`config.mk`:
```
export PLATFORM = sky130hd
export DESIGN_NAME = assoc_cache
export DESIGN_NICKNAME = d
export VERILOG_FILES = /design/src/rtl/assoc_cache.sv
export SDC_FILE = /design/constraint.sdc
export NUM_CORES = 1
export LEC_CHECK = 0
export BUFFER_PORTS_ARGS = -buffer_cell sky130_fd_sc_hd__buf_2
export CAP_MARGIN = 20
export CORE_MARGIN = 10
export CORE_UTILIZATION = 32
export CTS_CLUSTER_SIZE = 30
export DETAILED_ROUTE_END_ITERATION = 6
export GPL_ROUTABILITY_DRIVEN = 0
export PLACE_DENSITY = 0.44
export RECOVER_POWER = 50
export SLEW_MARGIN = 10
export SYNTH_ARGS = -nofsm -noshare
export SYNTH_HDL_FRONTEND = slang
export SYNTH_SLANG_ARGS = --single-unit
```
`constraint.sdc`:
```
create_clock -name clk -period 7.1 [get_ports clk]
set_clock_uncertainty 0.05 [all_clocks]
set_input_delay 0.71 -clock clk [delete_from_list [all_inputs] [get_ports clk]]
set_output_delay 0.71 -clock clk [all_outputs]
set_load 0.05 [all_outputs]
```
`src/rtl/assoc_cache.sv`:
```
// Set-associative, write-through, no-write-allocate cache with line refill and per-set round-robin replacement.
// Defining ASSOC_CACHE_STATS_EN adds the saturating hit_count/miss_count outputs.

module assoc_cache_chk #(
  parameter int WAYS = 2
) (
  input logic            clk,
  input logic            reset_n,
  input logic            mem_rd_req,
  input logic            mem_wr_en,
  input logic [WAYS-1:0] hit_vec
);

  a_one_mem_txn: assert property (@(posedge clk) disable iff (!reset_n)
    !(mem_rd_req && mem_wr_en));

  a_single_hit: assert property (@(posedge clk) disable iff (!reset_n)
    $onehot0(hit_vec));

endmodule

module assoc_cache #(
  parameter int RAM_ADDRESS_BITS = 10,
  parameter int DATA_BITS        = 32,
  parameter int INDEX_BITS       = 2,
  parameter int WAY_BITS         = 1,
  parameter int BLOCK_BITS       = 2
) (
  input  logic                        clk,
  input  logic                        reset_n,
  input  logic                        req_valid,
  output logic                        req_ready,
  input  logic                        req_write,
  input  logic [RAM_ADDRESS_BITS-1:0] req_addr,
  input  logic [DATA_BITS-1:0]        req_wdata,
  output logic                        resp_valid,
  output logic [DATA_BITS-1:0]        resp_rdata,
  output logic                        mem_rd_req,
  output logic [RAM_ADDRESS_BITS-1:0] mem_addr,
  input  logic                        mem_rd_valid,
  input  logic [DATA_BITS-1:0]        mem_rd_data,
  output logic                        mem_wr_en,
  output logic [DATA_BITS-1:0]        mem_wr_data,
  input  logic                        mem_wr_ready
`ifdef ASSOC_CACHE_STATS_EN
  ,
  output logic [31:0]                 hit_count,
  output logic [31:0]                 miss_count
`endif
);

  localparam int SETS     = 1 << INDEX_BITS;
  localparam int WAYS     = 1 << WAY_BITS;
  localparam int WORDS    = 1 << BLOCK_BITS;
  localparam int TAG_BITS = RAM_ADDRESS_BITS - INDEX_BITS - BLOCK_BITS;

  typedef enum logic [2:0] {
    S_IDLE    = 3'd0,
    S_LOOKUP  = 3'd1,
    S_REFILL  = 3'd2,
    S_RESPOND = 3'd3,
    S_WRITE   = 3'd4
  } state_t;

  state_t                      r_state;
  state_t                      w_next_state;
  logic [RAM_ADDRESS_BITS-1:0] r_addr;
  logic                        r_write;
  logic [DATA_BITS-1:0]        r_wdata;
  logic [BLOCK_BITS-1:0]       r_beat;
  logic [WAY_BITS-1:0]         r_victim;
  logic                        r_victim_full;

  logic [WAYS-1:0]             r_valid [SETS];
  logic [WAY_BITS-1:0]         r_rr    [SETS];
  logic [TAG_BITS-1:0]         r_tag   [SETS][WAYS];
  logic [DATA_BITS-1:0]        r_data  [SETS][WAYS][WORDS];

  logic [TAG_BITS-1:0]         w_tag;
  logic [INDEX_BITS-1:0]       w_index;
  logic [BLOCK_BITS-1:0]       w_offset;
  logic [WAYS-1:0]             w_hit_vec;
  logic [WAY_BITS-1:0]         w_hit_way;
  logic                        w_hit;
  logic [WAY_BITS-1:0]         w_free_way;
  logic                        w_all_valid;
  logic [WAY_BITS-1:0]         w_victim;
  logic                        w_last_beat;

  assign w_tag       = r_addr[RAM_ADDRESS_BITS-1 -: TAG_BITS];
  assign w_index     = r_addr[BLOCK_BITS +: INDEX_BITS];
  assign w_offset    = r_addr[BLOCK_BITS-1:0];
  assign w_hit       = |w_hit_vec;
  assign w_all_valid = &r_valid[w_index];
  assign w_victim    = w_all_valid ? r_rr[w_index] : w_free_way;
  assign w_last_beat = mem_rd_valid && (&r_beat);

  // Tag compare across the indexed set, plus lowest-numbered free way for allocation.
  always_comb begin
    w_hit_vec  = '0;
    w_hit_way  = '0;
    w_free_way = '0;
    for (int w = WAYS - 1; w >= 0; w--) begin
      w_hit_vec[w] = r_valid[w_index][w] && (r_tag[w_index][w] == w_tag);
      w_hit_way    = w_hit_vec[w] ? WAY_BITS'(w) : w_hit_way;
      w_free_way   = r_valid[w_index][w] ? w_free_way : WAY_BITS'(w);
    end
  end

  // Next-state and output decode; responses and memory strobes follow the current state.
  always_comb begin
    w_next_state = r_state;
    req_ready    = 1'b0;
    resp_valid   = 1'b0;
    resp_rdata   = '0;
    mem_rd_req   = 1'b0;
    mem_addr     = '0;
    mem_wr_en    = 1'b0;
    mem_wr_data  = '0;
    case (r_state)
      S_IDLE: begin
        req_ready = 1'b1;
        if (req_valid) begin
          w_next_state = S_LOOKUP;
        end else begin
          w_next_state = S_IDLE;
        end
      end
      S_LOOKUP: begin
        if (r_write) begin
          w_next_state = S_WRITE;
        end else if (w_hit) begin
          resp_valid   = 1'b1;
          resp_rdata   = r_data[w_index][w_hit_way][w_offset];
          w_next_state = S_IDLE;
        end else begin
          w_next_state = S_REFILL;
        end
      end
      S_REFILL: begin
        // The request drops as soon as the first beat has been captured.
        mem_rd_req = (r_beat == '0);
        mem_addr   = {w_tag, w_index, {BLOCK_BITS{1'b0}}};
        if (w_last_beat) begin
          w_next_state = S_RESPOND;
        end else begin
          w_next_state = S_REFILL;
        end
      end
      S_RESPOND: begin
        resp_valid   = 1'b1;
        resp_rdata   = r_data[w_index][r_victim][w_offset];
        w_next_state = S_IDLE;
      end
      S_WRITE: begin
        mem_wr_en   = 1'b1;
        mem_addr    = r_addr;
        mem_wr_data = r_wdata;
        if (mem_wr_ready) begin
          resp_valid   = 1'b1;
          w_next_state = S_IDLE;
        end else begin
          w_next_state = S_WRITE;
        end
      end
      default: begin
        w_next_state = S_IDLE;
      end
    endcase
  end

  // Control state: FSM, captured request, beat counter, valid bits and replacement pointers.
  always_ff @(posedge clk or negedge reset_n) begin
    if (!reset_n) begin
      r_state       <= S_IDLE;
      r_addr        <= '0;
      r_write       <= 1'b0;
      r_wdata       <= '0;
      r_beat        <= '0;
      r_victim      <= '0;
      r_victim_full <= 1'b0;
      for (int s = 0; s < SETS; s++) begin
        r_valid[s] <= '0;
        r_rr[s]    <= '0;
      end
    end else begin
      r_state <= w_next_state;
      if ((r_state == S_IDLE) && req_valid) begin
        r_addr  <= req_addr;
        r_write <= req_write;
        r_wdata <= req_wdata;
      end
      if (r_state == S_LOOKUP) begin
        r_victim      <= w_victim;
        r_victim_full <= w_all_valid;
        r_beat        <= '0;
      end
      if ((r_state == S_REFILL) && mem_rd_valid) begin
        r_beat <= r_beat + BLOCK_BITS'(1);
        if (&r_beat) begin
          r_valid[w_index][r_victim] <= 1'b1;
          if (r_victim_full) begin
            r_rr[w_index] <= r_rr[w_index] + WAY_BITS'(1);
          end
        end
      end
    end
  end

  // Data and tag storage; only gated writes, contents survive reset.
  always_ff @(posedge clk) begin
    if ((r_state == S_LOOKUP) && r_write && w_hit) begin
      r_data[w_index][w_hit_way][w_offset] <= r_wdata;
    end
    if ((r_state == S_REFILL) && mem_rd_valid) begin
      r_data[w_index][r_victim][r_beat] <= mem_rd_data;
      if (&r_beat) begin
        r_tag[w_index][r_victim] <= w_tag;
      end
    end
  end

`ifdef ASSOC_CACHE_STATS_EN
  logic [31:0] r_hit_count;
  logic [31:0] r_miss_count;

  // Saturating lookup statistics, one increment per LOOKUP cycle.
  always_ff @(posedge clk or negedge reset_n) begin
    if (!reset_n) begin
      r_hit_count  <= 32'd0;
      r_miss_count <= 32'd0;
    end else if (r_state == S_LOOKUP) begin
      if (w_hit) begin
        if (r_hit_count != 32'hFFFF_FFFF) begin
          r_hit_count <= r_hit_count + 32'd1;
        end
      end else begin
        if (r_miss_count != 32'hFFFF_FFFF) begin
          r_miss_count <= r_miss_count + 32'd1;
        end
      end
    end
  end

  assign hit_count  = r_hit_count;
  assign miss_count = r_miss_count;
`endif

  assoc_cache_chk #(.WAYS(WAYS)) u_chk (
    .clk        (clk),
    .reset_n    (reset_n),
    .mem_rd_req (mem_rd_req),
    .mem_wr_en  (mem_wr_en),
    .hit_vec    (w_hit_vec)
  );

endmodule

```
== Word-level counts from Yosys, hierarchy flattened ==
Memories as Yosys holds them, arrays and structs flattened.
Index checks and enable logic that the tools add are counted.
Widths: inputs -> output; s select.
Storage, ports and cells
  memories: 2
  RAM bits: 1072
  input bits: 80
  output and inout bits: 78
  register bits after elaboration: 62
Cells by class
  add/subtract/negate cells: 2
  order comparisons: 12
  bitwise logic cells: 262
  muxes and demuxes: 323
  eq/ne operators: 6
  reductions and logical operators: 21
Memories
  r_data: depth 4, width 256, read ports 1, clocked after Yosys merged registers in 0, wr ports 1, line 77  | logic [DATA_BITS-1:0] r_data [SETS][WAYS][WORDS];
  r_tag: depth 4, width 12, read ports 1, clocked after Yosys merged registers in 0, wr ports 1, line 76  | logic [TAG_BITS-1:0] r_tag [SETS][WAYS];
Operators with widths (count)
  $mux 128: 8
  $mux 256: 2
  $mux 32: 9
  $mux 1: 277
  $demux 128 s1: 2
  $or 1x1->1: 256
  $bmux 32 s2: 2
  $demux 32 s2: 2
  $pmux 32 s2: 1
  $pmux 10 s2: 1
  $logic_and 1x1->1: 13
  $eq 6x6->1: 2
  $mux 12: 1
  $mux 2: 6
  $pmux 3 s4: 1
  $ge 3x3->1 const B: 3
  $lt 3x1->1 const B: 3
  $not 2->3: 3
  $or 8x8->8: 1
  $demux 6 s1: 1
  $eq 3x2->1 const B: 2
  $mux 3: 2
  $mux 6: 1
  $bmux 2 s2: 1
  other kinds (22): 26

== Depth between registers and ports, before layout ==
Gate-level depths: netlist of run 1.
  word-level depth: 17
  gate-level depth with buffers: 14

== Worst setup path before layout of run 1 ==
No wires, ideal clock.
  path kind: reg2reg
  start: register r_addr[2]
  end: memory r_data[0][100] (netlist bit) (enable)
  period minus slack after synthesis: 4.303 ns
  stages on the path, launching flop included: 11
  library setup time: 0.421 ns
  arrival time: 3.832 ns
  required time: 6.629 ns
  path slack: 2.797 ns
  path through: dfrtp_1 > buf_6 > buf_6 > mux4_2 > xnor2_2 > o211a_1 > nand3_4 > buf_4 > buf_2 > o31a_1 > nor2_1
On the way
  longest elaborated chain between the ends: 14
  elaborated cells between the ends (all ways): 22
RTL lines
  from (decl): line 67  | logic [RAM_ADDRESS_BITS-1:0] r_addr;
  from (signal assigned): line 189  | r_addr <= req_addr;
  branches (longest 14 deep; another with $mem_v2 4x12)
  to (decl): line 77
Parallel ways; which one is timed is not known. The select of a mux whose other input is x is not followed.

== Worst setup path after layout of run 1 ==
  start: register r_addr[2]
  end: output resp_rdata[10]
On the way
  longest elaborated chain between the ends: 17
  elaborated cells between the ends (all ways): 29
RTL lines
  branches (longest 16 deep; another with $mem_v2 4x12)
  $pmux 32 s2 (*): line 120  | case (r_state)
  to (decl): line 37  | output logic [DATA_BITS-1:0] resp_rdata,
Every way passes the cells marked *. The select of a mux whose other input is x is not followed.

==> impl_metrics.csv, run 1 <==
group,metric,value,unit
yosys,ys_async_sr_fraction,0.0547,
floorplanning,die_h,412,um
clocking,clock-sinks,1134,
global_routing,grt_max_degree,97,
yosys,synth_edf_count,1072,
clocking,numCtsBuffers,134,
layout,final_cell_area,0.0573,mm2
power,power.density,414,mW/mm2
timing,slew_viol_final,383,
clocking,cts_root_buf,"clkbuf_16",
timing,hold_viol_final,0,
layout,drive_above_1_share,0.294,
floorplanning,io_pins,158,
timing,tns,0,ps
place,numPortBuffers,157,
yosys,synth.most_common_cell,"edfxtp_1",
timing,timing.fmax,151,MHz
power,peakVddDrop,314,uV
timing,rsz0062_at_grt,"false",
global_routing,antenna_found_initial,19,
global_routing,grt_usage,0.197,
worst_setup_path,crit_required,6340,ps
place,dp.cells,4692,
yosys,avgSynthCellArea,19.1,um2
timing,hold_ws,111,ps
worst_setup_path,rrSetupSlack,1100,ps
layout,syn_to_final_growth,16.7,%
detailed_routing,post_drt_via_cell_ratio,5.57,
layout,finish.net_count,2883,
clocking,clk_latency,760,ps
power,p_leak,18.5,nW
global_routing,grt_util_met3,0.0404,
yosys,synth_nets,2659,
global_routing,grt_pass1_vias,28363,
yosys,yosysTopAreaCell,"edfxtp_1",
global_routing,use_met2,0.321,
detailed_routing,drc,0,
layout,n_antenna_cell,0,
outcome,violations,"max-capacitance violations, max-slew violations",
yosys,ys_seq_area_frac,0.687,
floorplanning,rows,143,
yosys,ys_top_cells_by_count,"1072 x edfxtp_1, 322 x mux4_2, 300 x mux2_2, 117 x nand2_1, 102 x nor2_1",
timing,slew_headroom,-1.80,
place,placedInstanceArea,0.0530,mm2
detailed_routing,firstDrtPassIters,6,
global_routing,grt_overflow,0,
detailed_routing,wire_per_inst,34.2,um
worst_setup_path,cp.arrival,5850,ps
timing,setup_violations,0,
hold_path,hold_path_class,"in -> reg",
detailed_routing,antenna_left,0,
yosys,netlist_instances,2575,
worst_setup_path,end_kind,"output port",
yosys,synth_area,0.0491,mm2
global_routing,grt_util_met1,0.265,
layout,finalNonFillerCells,4932,
yosys,ys_ff_latch,1134,
job,maxCapViolations,13,
floorplanning,initial_utilization,0.322,
detailed_routing,routed_wl,169000,um
floorplanning,die-area,0.169,mm2
yosys,synth_top_flop_cell,"edfxtp_1",
worst_setup_path,critPathMaxFanout,32,
timing,tightest_slew,4200,ps
yosys,synth_cell_type_count,69,
clocking,cts_repair_resize_count,0,
clocking,cts_setup_buffers,0,
timing,finalCriticalPeriod,6610,ps
worst_setup_path,startpoint_type,"register",
global_routing,top_usage_layer,"met2",
global_routing,grt_pass1_wl,233000,um
clocking,path_clk_slew,50,ps
detailed_routing,num_vias,27454,
place,hpwl,99800,um
yosys,yosys-top-cells-area,"edfxtp_1 66%, mux4_2 15%, mux2_2 6.9%",
floorplanning,core_area,0.152,mm2
yosys,synth_top_area_frac,0.656,
worst_setup_path,path_class,"reg -> out",
clocking,cts_tree,"built",
clocking,cts_buffer_depth,3,
outcome,status,"finished with violations",
clocking,h-tree-depth,4,
yosys,yosys_warnings,0,
floorplanning,fp.dieW,412,um
timing,period_share,0.931,
detailed_routing,first_iter_violations,2652,
-- cell families (layout without fill, tap and decap cells) --
| family | after synthesis | after routing | synth area share |
|---|---|---|---|
| XOR/XNOR | 18 | 18 | 0.00367 |
| AO/OA/AOI/OAI | 183 | 183 | 0.0263 |
| buffers and inverters | 175 | 502 | 0.0155 |
| multiplexers | 685 | 685 | 0.229 |
| adder cells (fa/ha/maj) | 4 | 4 | 0.00102 |
| AND/OR/NAND/NOR | 376 | 376 | 0.0365 |
| flip-flops | 1134 | 1134 | 0.687 |
-- area by class of cell --
type                       count  area (um2)
inverter                       7        31.3
clock buffer                 189        3810
clock inverter                50         572
multi-input combinational   1266       14900
timing repair buffer         256        1720
sequential                  1134       33800
tap                         2030        2540
fill                       13904       95000
-- registers in the layout (all words and copies together), names as in the netlist --
register and flops:
r_addr 10, r_wdata 32, r_valid 8, r_victim 1
r_rr 4, r_beat 2, r_victim_full 1, r_write 1
r_tag 48, r_data 1024, r_state 3
-- placed cells by master (no fill, tap or decap), types with 15 or more instances in the layout --
master	netlist	layout
edfxtp_1	1072	1072
mux4_2	322	322
mux2_1	0	234
clkbuf_16	0	140
buf_2	39	116
nand2_1	117	112
clkbuf_1	84	89
nor2_1	102	68
mux2_2	300	66
buf_4	3	64
mux2i_1	63	63
dfrtp_1	62	57
and2_1	44	40
nor2_4	0	33
o21ai_0	31	31
a21oi_1	28	28
nor3_1	26	26
buf_12	0	21
o22ai_1	20	20
nand3_1	18	18
clkinv_2	0	17
a31oi_1	15	15
-- final timing paths --
check | to | cells after the start | start
setup / recovery | resp_rdata[10] | 9 | r_addr[2]$_DFFE_PN0P_
max in group asynchronous | r_addr[2]$_DFFE_PN0P_ | 3 | reset_n
hold / removal | r_addr[1]$_DFFE_PN0P_ | 3 | req_addr[1]
min in group asynchronous | r_wdata[16]$_DFFE_PN0P_ | 2 | reset_n
hold reg to reg | r_valid[0]$_DFFE_PN0P_ | 1 | r_valid[0]$_DFFE_PN0P_
setup reg to reg | r_data[0][103]$_DFFE_PP_ | 8 | r_state[2]$_DFF_PN0_
-- routing by layer --
layer / routed length [um] / up-vias / part of all wire
li1: - / 11083 / -
met1: 71900 / 15030 / 0.43
met2: 81400 / 1082 / 0.48
met3: 10700 / 255 / 0.064
met4: 4580 / 4 / 0.027
met5: 21 / - / 0.00012
-- metrics by stage --
step                utilization  setup WS (ps)  total power [mW]
finish                    0.376            493              23.7
detailed placement        0.348           1140              17.2
CTS                       0.377            335              24.1
global placement          0.348           1170              17.0
floorplan                     -           2800              14.5
global route              0.376            175              24.7
-- worst max-delay path: stages, from the launching register on --
cell	delay, ps
dfrtp_4	810
mux4_2	620
xnor2_2	170
nand4_2	200
or3_1	810
nand3_4	520
buf_4	690
mux4_2	590
o22ai_1	290
buf_2	330
-- report_power, final --
group / switching (mW) / internal [mW] / leakage (nW) / total, mW
clock network: 2.74 / 4.11 / 2.13 / 6.84
registers: 0.650 / 8.52 / 10.4 / 9.17
logic: 4.60 / 3.08 / 6.01 / 7.68
-- repair_timing --
item                                    in CTS  in global routing
hold endpoints to repair                    23                  0
hold buffers                                 1                  0
endpoints found under the setup margin       0                  0
No activity file was read; power rests on OpenSTA's default activity.
==> run 2, diff against run 1 <==
--- a/config.mk
+++ b/config.mk
@@ -13,7 +13,6 @@
 export DETAILED_ROUTE_END_ITERATION = 6
 export GPL_ROUTABILITY_DRIVEN = 0
 export PLACE_DENSITY = 0.44
-export RECOVER_POWER = 50
 export SLEW_MARGIN = 10
 export SYNTH_ARGS = -nofsm -noshare
 export SYNTH_HDL_FRONTEND = slang
==> run 2 against run 1 <==
Compared with the run above:
- clock power about the same
- fmax decreased by 0.44%
- highest routed layer unchanged
- via count decreased by 0.26%
- the flow now finishes without violations
- critical endpoint unchanged
- count of clock-buffer cells in the layout unchanged
==> impl_metrics.csv, run 2 (synthesized netlist as in run 1, its figures left out) <==
group,metric,value,unit
outcome,status,"finished, final reports clean",
clocking,clock-sinks,1134,
layout,regMostFlops,"r_data",
floorplanning,die_h,412,um
hold_path,hold_path_class,"in -> reg",
timing,finalCriticalPeriod,6640,ps
global_routing,grt_max_degree,97,
hold_path,hold_start,"req_addr[1]",
global_routing,grt_usage,0.197,
timing,tns,0,ps
timing,slew_headroom,0.242,
timing,tightest_slew,1140,ps
power,peakVddDrop,314,uV
place,post-place-ws,1140,ps
worst_setup_path,worstReg2RegStart,"r_addr[2]$_DFFE_PN0P_",
clocking,cts_buffer_depth,3,
global_routing,antenna_found_initial,16,
power,power.density,415,mW/mm2
timing,timing.fmax,151,MHz
detailed_routing,num_vias,27382,
place,hpwl,99800,um
worst_setup_path,startpoint_type,"register",
worst_setup_path,path_class,"reg -> out",
clocking,cts_root_buf,"clkbuf_16",
worst_setup_path,rrSetupSlack,1260,ps
floorplanning,io_pins,158,
layout,syn_to_final_growth,16.9,%
detailed_routing,drc,0,
clocking,h-tree-depth,4,
worst_setup_path,critical-path-max-stage-delay,820,ps
layout,final_cell_area,0.0574,mm2
global_routing,grt_util_met1,0.265,
timing,hold_ws,112,ps
timing,hold_viol_final,0,
layout,layout_commonest_cell,"edfxtp_1",
timing,setup_violations,0,
global_routing,grt_pass1_wl,233000,um
detailed_routing,firstDrtPassIters,7,
place,dp.cells,4692,
layout,largest_reg_flops,1024,
detailed_routing,antenna_left,0,
worst_setup_path,end_kind,"output port",
floorplanning,core_area,0.152,mm2
layout,n_antenna_cell,0,
timing,setup_ws,464,ps
detailed_routing,first_iter_violations,2552,
power,p_total,23.8,mW
clocking,path_clk_slew,50,ps
timing,rsz0062_at_grt,"false",
global_routing,use_met2,0.321,
clocking,cts_tree,"built",
worst_setup_path,startpoint,"r_addr[2]$_DFFE_PN0P_",
timing,slew_viol_final,0,
detailed_routing,wire_per_inst,34.1,um
worst_setup_path,crit_chain,"mux4_2, xnor2_2, nand4_2, or3_1, nand3_4, buf_4, mux4_2, o22ai_1, buf_2",
global_routing,grt_util_met3,0.0404,
worst_setup_path,crit_required,6340,ps
job,maxCapViolations,0,
detailed_routing,routed_wl,168000,um
layout,drive_above_1_share,0.395,
worst_setup_path,endpoint,"resp_rdata[10]",
layout,finalNonFillerCells,4932,
clocking,cts_repair_resize_count,0,
clocking,clk_latency,770,ps
layout,finish.net_count,2883,
layout,largestRegisters,"r_data: 1024 flops, r_tag: 48 flops, r_wdata: 32 flops",
clocking,numCtsBuffers,134,
worst_setup_path,slowest_stage,"dfrtp_4",
worst_setup_path,cp.arrival,5880,ps
place,placedInstanceArea,0.0530,mm2
place,numPortBuffers,157,
detailed_routing,post_drt_via_cell_ratio,5.55,
floorplanning,die-area,0.169,mm2
global_routing,grt_overflow,0,
worst_setup_path,rr_endpoint,"r_data[0][103]$_DFFE_PP_",
global_routing,grt_pass1_vias,28363,
timing,period_share,0.935,
worst_setup_path,cp_common_cell,"mux4_2",
worst_setup_path,reg2reg_depth,9,
power,p_leak,18.8,nW
floorplanning,fp.dieW,412,um
layout,layout_common_cells,"1072 x edfxtp_1, 322 x mux4_2, 300 x mux2_2, 156 x buf_2, 140 x clkbuf_16",
global_routing,top_usage_layer,"met2",
floorplanning,initial_utilization,0.322,
floorplanning,rows,143,
layout,fin_util,0.377,
worst_setup_path,critPathMaxFanout,32,
[run 2: cell types whose count changed in the layout (fill, tap and decap cells not counted), sizes merged]
cell and change:
buf +52, clkbuf -52
[run 2: worst min-delay path by stage]
stage / endpoint / slack [ps] / cells after the start
after global routing: r_wdata[30]$_DFFE_PN0P_ / 90 / 2
after global placement: r_valid[6]$_DFFE_PN0P_ / 400 / 1
after floorplan: r_addr[0]$_DFFE_PN0P_ / 360 / 0
after detailed placement: r_valid[0]$_DFFE_PN0P_ / 400 / 1
after CTS: r_addr[1]$_DFFE_PN0P_ / 60 / 3
final: r_addr[1]$_DFFE_PN0P_ / 110 / 3
[run 2: final cells by class]
cell class / instances / area, um2
clock buffers: 189 / 3810
clock inverters: 50 / 572
fillers: 13873 / 94900
inverters: 7 / 31.3
multi-input cells: 1266 / 14900
flip-flops and latches: 1134 / 33800
well taps: 2030 / 2540
repair buffers: 256 / 1810
[run 2: per-layer routing]
metal	vias to the layer above	wire (um)	share of wire
met2	1097	81200	0.48
met1	14950	71800	0.43
li1	11072	-	-
met3	259	10600	0.063
met5	-	18	0.00011
met4	4	4490	0.027
[run 2: where the power goes]
part / switching [mW] / internal (mW) / total (mW)
logic: 4.59 / 3.25 / 7.84
registers: 0.637 / 8.51 / 9.15
clock network: 2.73 / 4.11 / 6.84
total: 7.96 / 15.9 / 23.8
[run 2: critical path, delay by kind of cell (launching register included)]
kind | cells | cell delay (ps)
DFF | 1 | 820
AOI/OAI and AO/OA | 1 | 290
buffers and inverters | 2 | 1010
xor gates and xnor gates | 1 | 170
muxes | 2 | 1210
and+or+nand+nor | 3 | 1540
[run 2: repair_timing]
item	4_1_cts	5_1_grt
hold buffers	1	0
hold endpoints to repair	23	0
buffers inserted	0	0
==> run 3, diff against run 2 <==
==> constraint.sdc (replaced) <==
create_clock -name clk -period 7.6 [get_ports clk]
set_clock_uncertainty 0.05 [all_clocks]
set_input_delay 0.76 -clock clk [delete_from_list [all_inputs] [get_ports clk]]
set_output_delay 0.76 -clock clk [all_outputs]
set_load 0.05 [all_outputs]
==> run 3 against run 2 <==
Compared with the run above:
- die area is the same
- first-iteration DRC count grew 11%
- non-clock buffer count grew 9
- combinational power shrank 4.7%
- register-to-register slack gained 20 ps
- flip-flop and latch count is the same
- clock power shrank 11%
- routed wire length grew 0.64%
- global-route usage grew 0.077 points
- count of clock-buffer cells in the layout shrank 15
- cell area shrank 0.32%
- utilization shrank 0.12 points
- critical endpoint is now resp_rdata[8]
==> impl_metrics.csv, run 3 (synthesized netlist as in run 1, its figures left out) <==
group,metric,value,unit
outcome,status,"finished, final reports clean",
power,seqPwrFrac,0.387,
global_routing,antenna_found_initial,7,
job,maxCapViolations,0,
worst_setup_path,critPathTopFamily,"simple AND/OR/NAND/NOR gates",
layout,finalNonFillerCells,4939,
place,post-place-ws,1230,ps
layout,largest_reg_flops,1024,
layout,largestRegisters,"r_data: 1024 flops, r_tag: 48 flops, r_wdata: 32 flops",
power,peakVddDrop,303,uV
timing,timing.fmax,140,MHz
detailed_routing,first_iter_violations,2832,
layout,fin_util,0.376,
detailed_routing,num_vias,27516,
detailed_routing,antenna_left,0,
timing,setup_ws,452,ps
clocking,numCtsBuffers,135,
layout,regMostFlops,"r_data",
floorplanning,core_area,0.152,mm2
layout,finish.net_count,2893,
power,power_switching,7.58,mW
worst_setup_path,cp.arrival,6340,ps
clocking,cts_setup_buffers,0,
worst_setup_path,crit_chain,"mux4_2, xnor2_1, nand2_1, or3_1, nand3_4, a211oi_1, o211ai_1, a32oi_1, buf_2",
timing,slew_viol_final,0,
timing,slew_headroom,0.201,
place,placedInstanceArea,0.0531,mm2
worst_setup_path,slowest_stage,"nand3_4",
worst_setup_path,rr_endpoint,"r_data[1][42]$_DFFE_PP_",
power,pwr-share-clk,0.275,
global_routing,grt_pass1_wl,234000,um
layout,syn_to_final_growth,16.6,%
floorplanning,die_h,412,um
global_routing,use_met2,0.317,
worst_setup_path,crit_required,6790,ps
hold_path,hold_start,"req_wdata[24]",
global_routing,grt_pass1_vias,28564,
power,combinationalPowerShare,0.337,
layout,regArea,0.0338,mm2
global_routing,grt_usage,0.197,
worst_setup_path,path_class,"reg -> out",
floorplanning,fp.dieW,412,um
worst_setup_path,startpoint_type,"register",
global_routing,grt_max_degree,107,
hold_path,hold_path_class,"in -> reg",
timing,hold_viol_final,0,
timing,rsz0062_at_grt,"false",
layout,final_cell_area,0.0572,mm2
detailed_routing,post_drt_via_cell_ratio,5.57,
detailed_routing,firstDrtPassIters,6,
clocking,postCtsHoldBufs,1,
global_routing,top_usage_layer,"met2",
clocking,cts_root_buf,"clkbuf_16",
worst_setup_path,cp_num_buf_inv,1,
layout,layout_commonest_cell,"edfxtp_1",
clocking,cts_buffer_depth,3,
clocking,clk_latency,770,ps
worst_setup_path,critical-path-max-stage-delay,1040,ps
detailed_routing,wire_per_inst,34.3,um
timing,hold_ws,170,ps
worst_setup_path,rrSetupSlack,1280,ps
place,hpwl,102000,um
clocking,cts_repair_resize_count,0,
global_routing,grt_util_met3,0.0388,
power,switching_share,0.342,
power,p_leak,18.8,nW
floorplanning,rows,143,
detailed_routing,drc,0,
layout,layout_common_cells,"1072 x edfxtp_1, 322 x mux4_2, 300 x mux2_2, 156 x buf_2, 138 x clkbuf_16",
worst_setup_path,critPathMaxFanout,38,
layout,drive_above_1_share,0.394,
clocking,clock-sinks,1134,
place,numPortBuffers,157,
floorplanning,io_pins,158,
layout,multi_input_area,0.0149,mm2
hold_path,whs_path_depth,2,
power,p_total,22.1,mW
global_routing,grt_overflow,0,
clocking,path_clk_slew,60,ps
clocking,h-tree-depth,4,
timing,finalCriticalPeriod,7150,ps
timing,setup_violations,0,
power,p_int,14.6,mW
clocking,cts_tree,"built",
worst_setup_path,reg2reg_depth,8,
power,power.density,387,mW/mm2
floorplanning,initial_utilization,0.322,
layout,n_antenna_cell,0,
floorplanning,die-area,0.169,mm2
hold_path,hold_path_end,"r_wdata[24]$_DFFE_PN0P_",
layout,fill_cells,13898,
timing,tns,0,ps
detailed_routing,routed_wl,169000,um
global_routing,grt_util_met1,0.269,
worst_setup_path,worstReg2RegStart,"r_addr[2]$_DFFE_PN0P_",
place,dp.cells,4701,
timing,period_share,0.941,
timing,tightest_slew,1200,ps
worst_setup_path,end_kind,"output port",
[run 3: changes by cell type in the layout (fill, tap and decap cells not counted), moves of 3 or more]
cell	before	now
buf_4	76	91
buf_12	21	8
clkinv_1	11	20
buf_16	0	8
clkbuf_8	12	4
clkinv_2	17	24
bufinv_16	10	5
clkbuf_1	37	32
inv_6	3	6
[run 3: worst max path at each step]
stage,endpoint,start,slack [ps],depth (start not counted)
floorplan,r_data[0][100]$_DFFE_PP_,r_addr[2]$_DFFE_PN0P_,3300,10
global placement,resp_rdata[8],r_addr[2]$_DFFE_PN0P_,1170,9
detailed placement,resp_rdata[8],r_addr[2]$_DFFE_PN0P_,1230,9
CTS,resp_rdata[8],r_addr[2]$_DFFE_PN0P_,370,9
global route,resp_rdata[8],r_addr[2]$_DFFE_PN0P_,160,9
finish,resp_rdata[8],r_addr[2]$_DFFE_PN0P_,450,9
[run 3: area by class of cell]
cell class	count	area share
inverter	7	0.000547
timing repair buffer	265	0.0327
clock inverter	63	0.00890
clock buffer	174	0.0634
tap	2030	0.0444
multi-input combinational	1266	0.260
sequential	1134	0.590
[run 3: per-layer routing]
metal	wire, um	vias to the layer above
li1	-	11086
met1	72600	15056
met2	80500	1102
met3	11000	268
met4	5060	4
met5	24	-
[run 3: power groups by stage]
stage / registers [mW] / logic, mW / clock network (mW)
2_1_floorplan: 8.27 / 5.24 / 0
3_3_place_gp: 8.69 / 7.36 / 0
3_5_place_dp: 8.71 / 7.52 / 0
4_1_cts: 8.58 / 7.55 / 6.24
5_1_grt: 8.61 / 7.96 / 6.52
6_report: 8.57 / 7.47 / 6.10
[run 3: worst register-to-register path: cells and delay by family (launching register included)]
family                 cells  cell delay [ps]
multiplexers               1              610
XOR/XNOR                   1              140
AO/OA/AOI/OAI              1              740
flip-flops                 1              900
buffers and inverters      1              500
AND/OR/NAND/NOR            4             3010
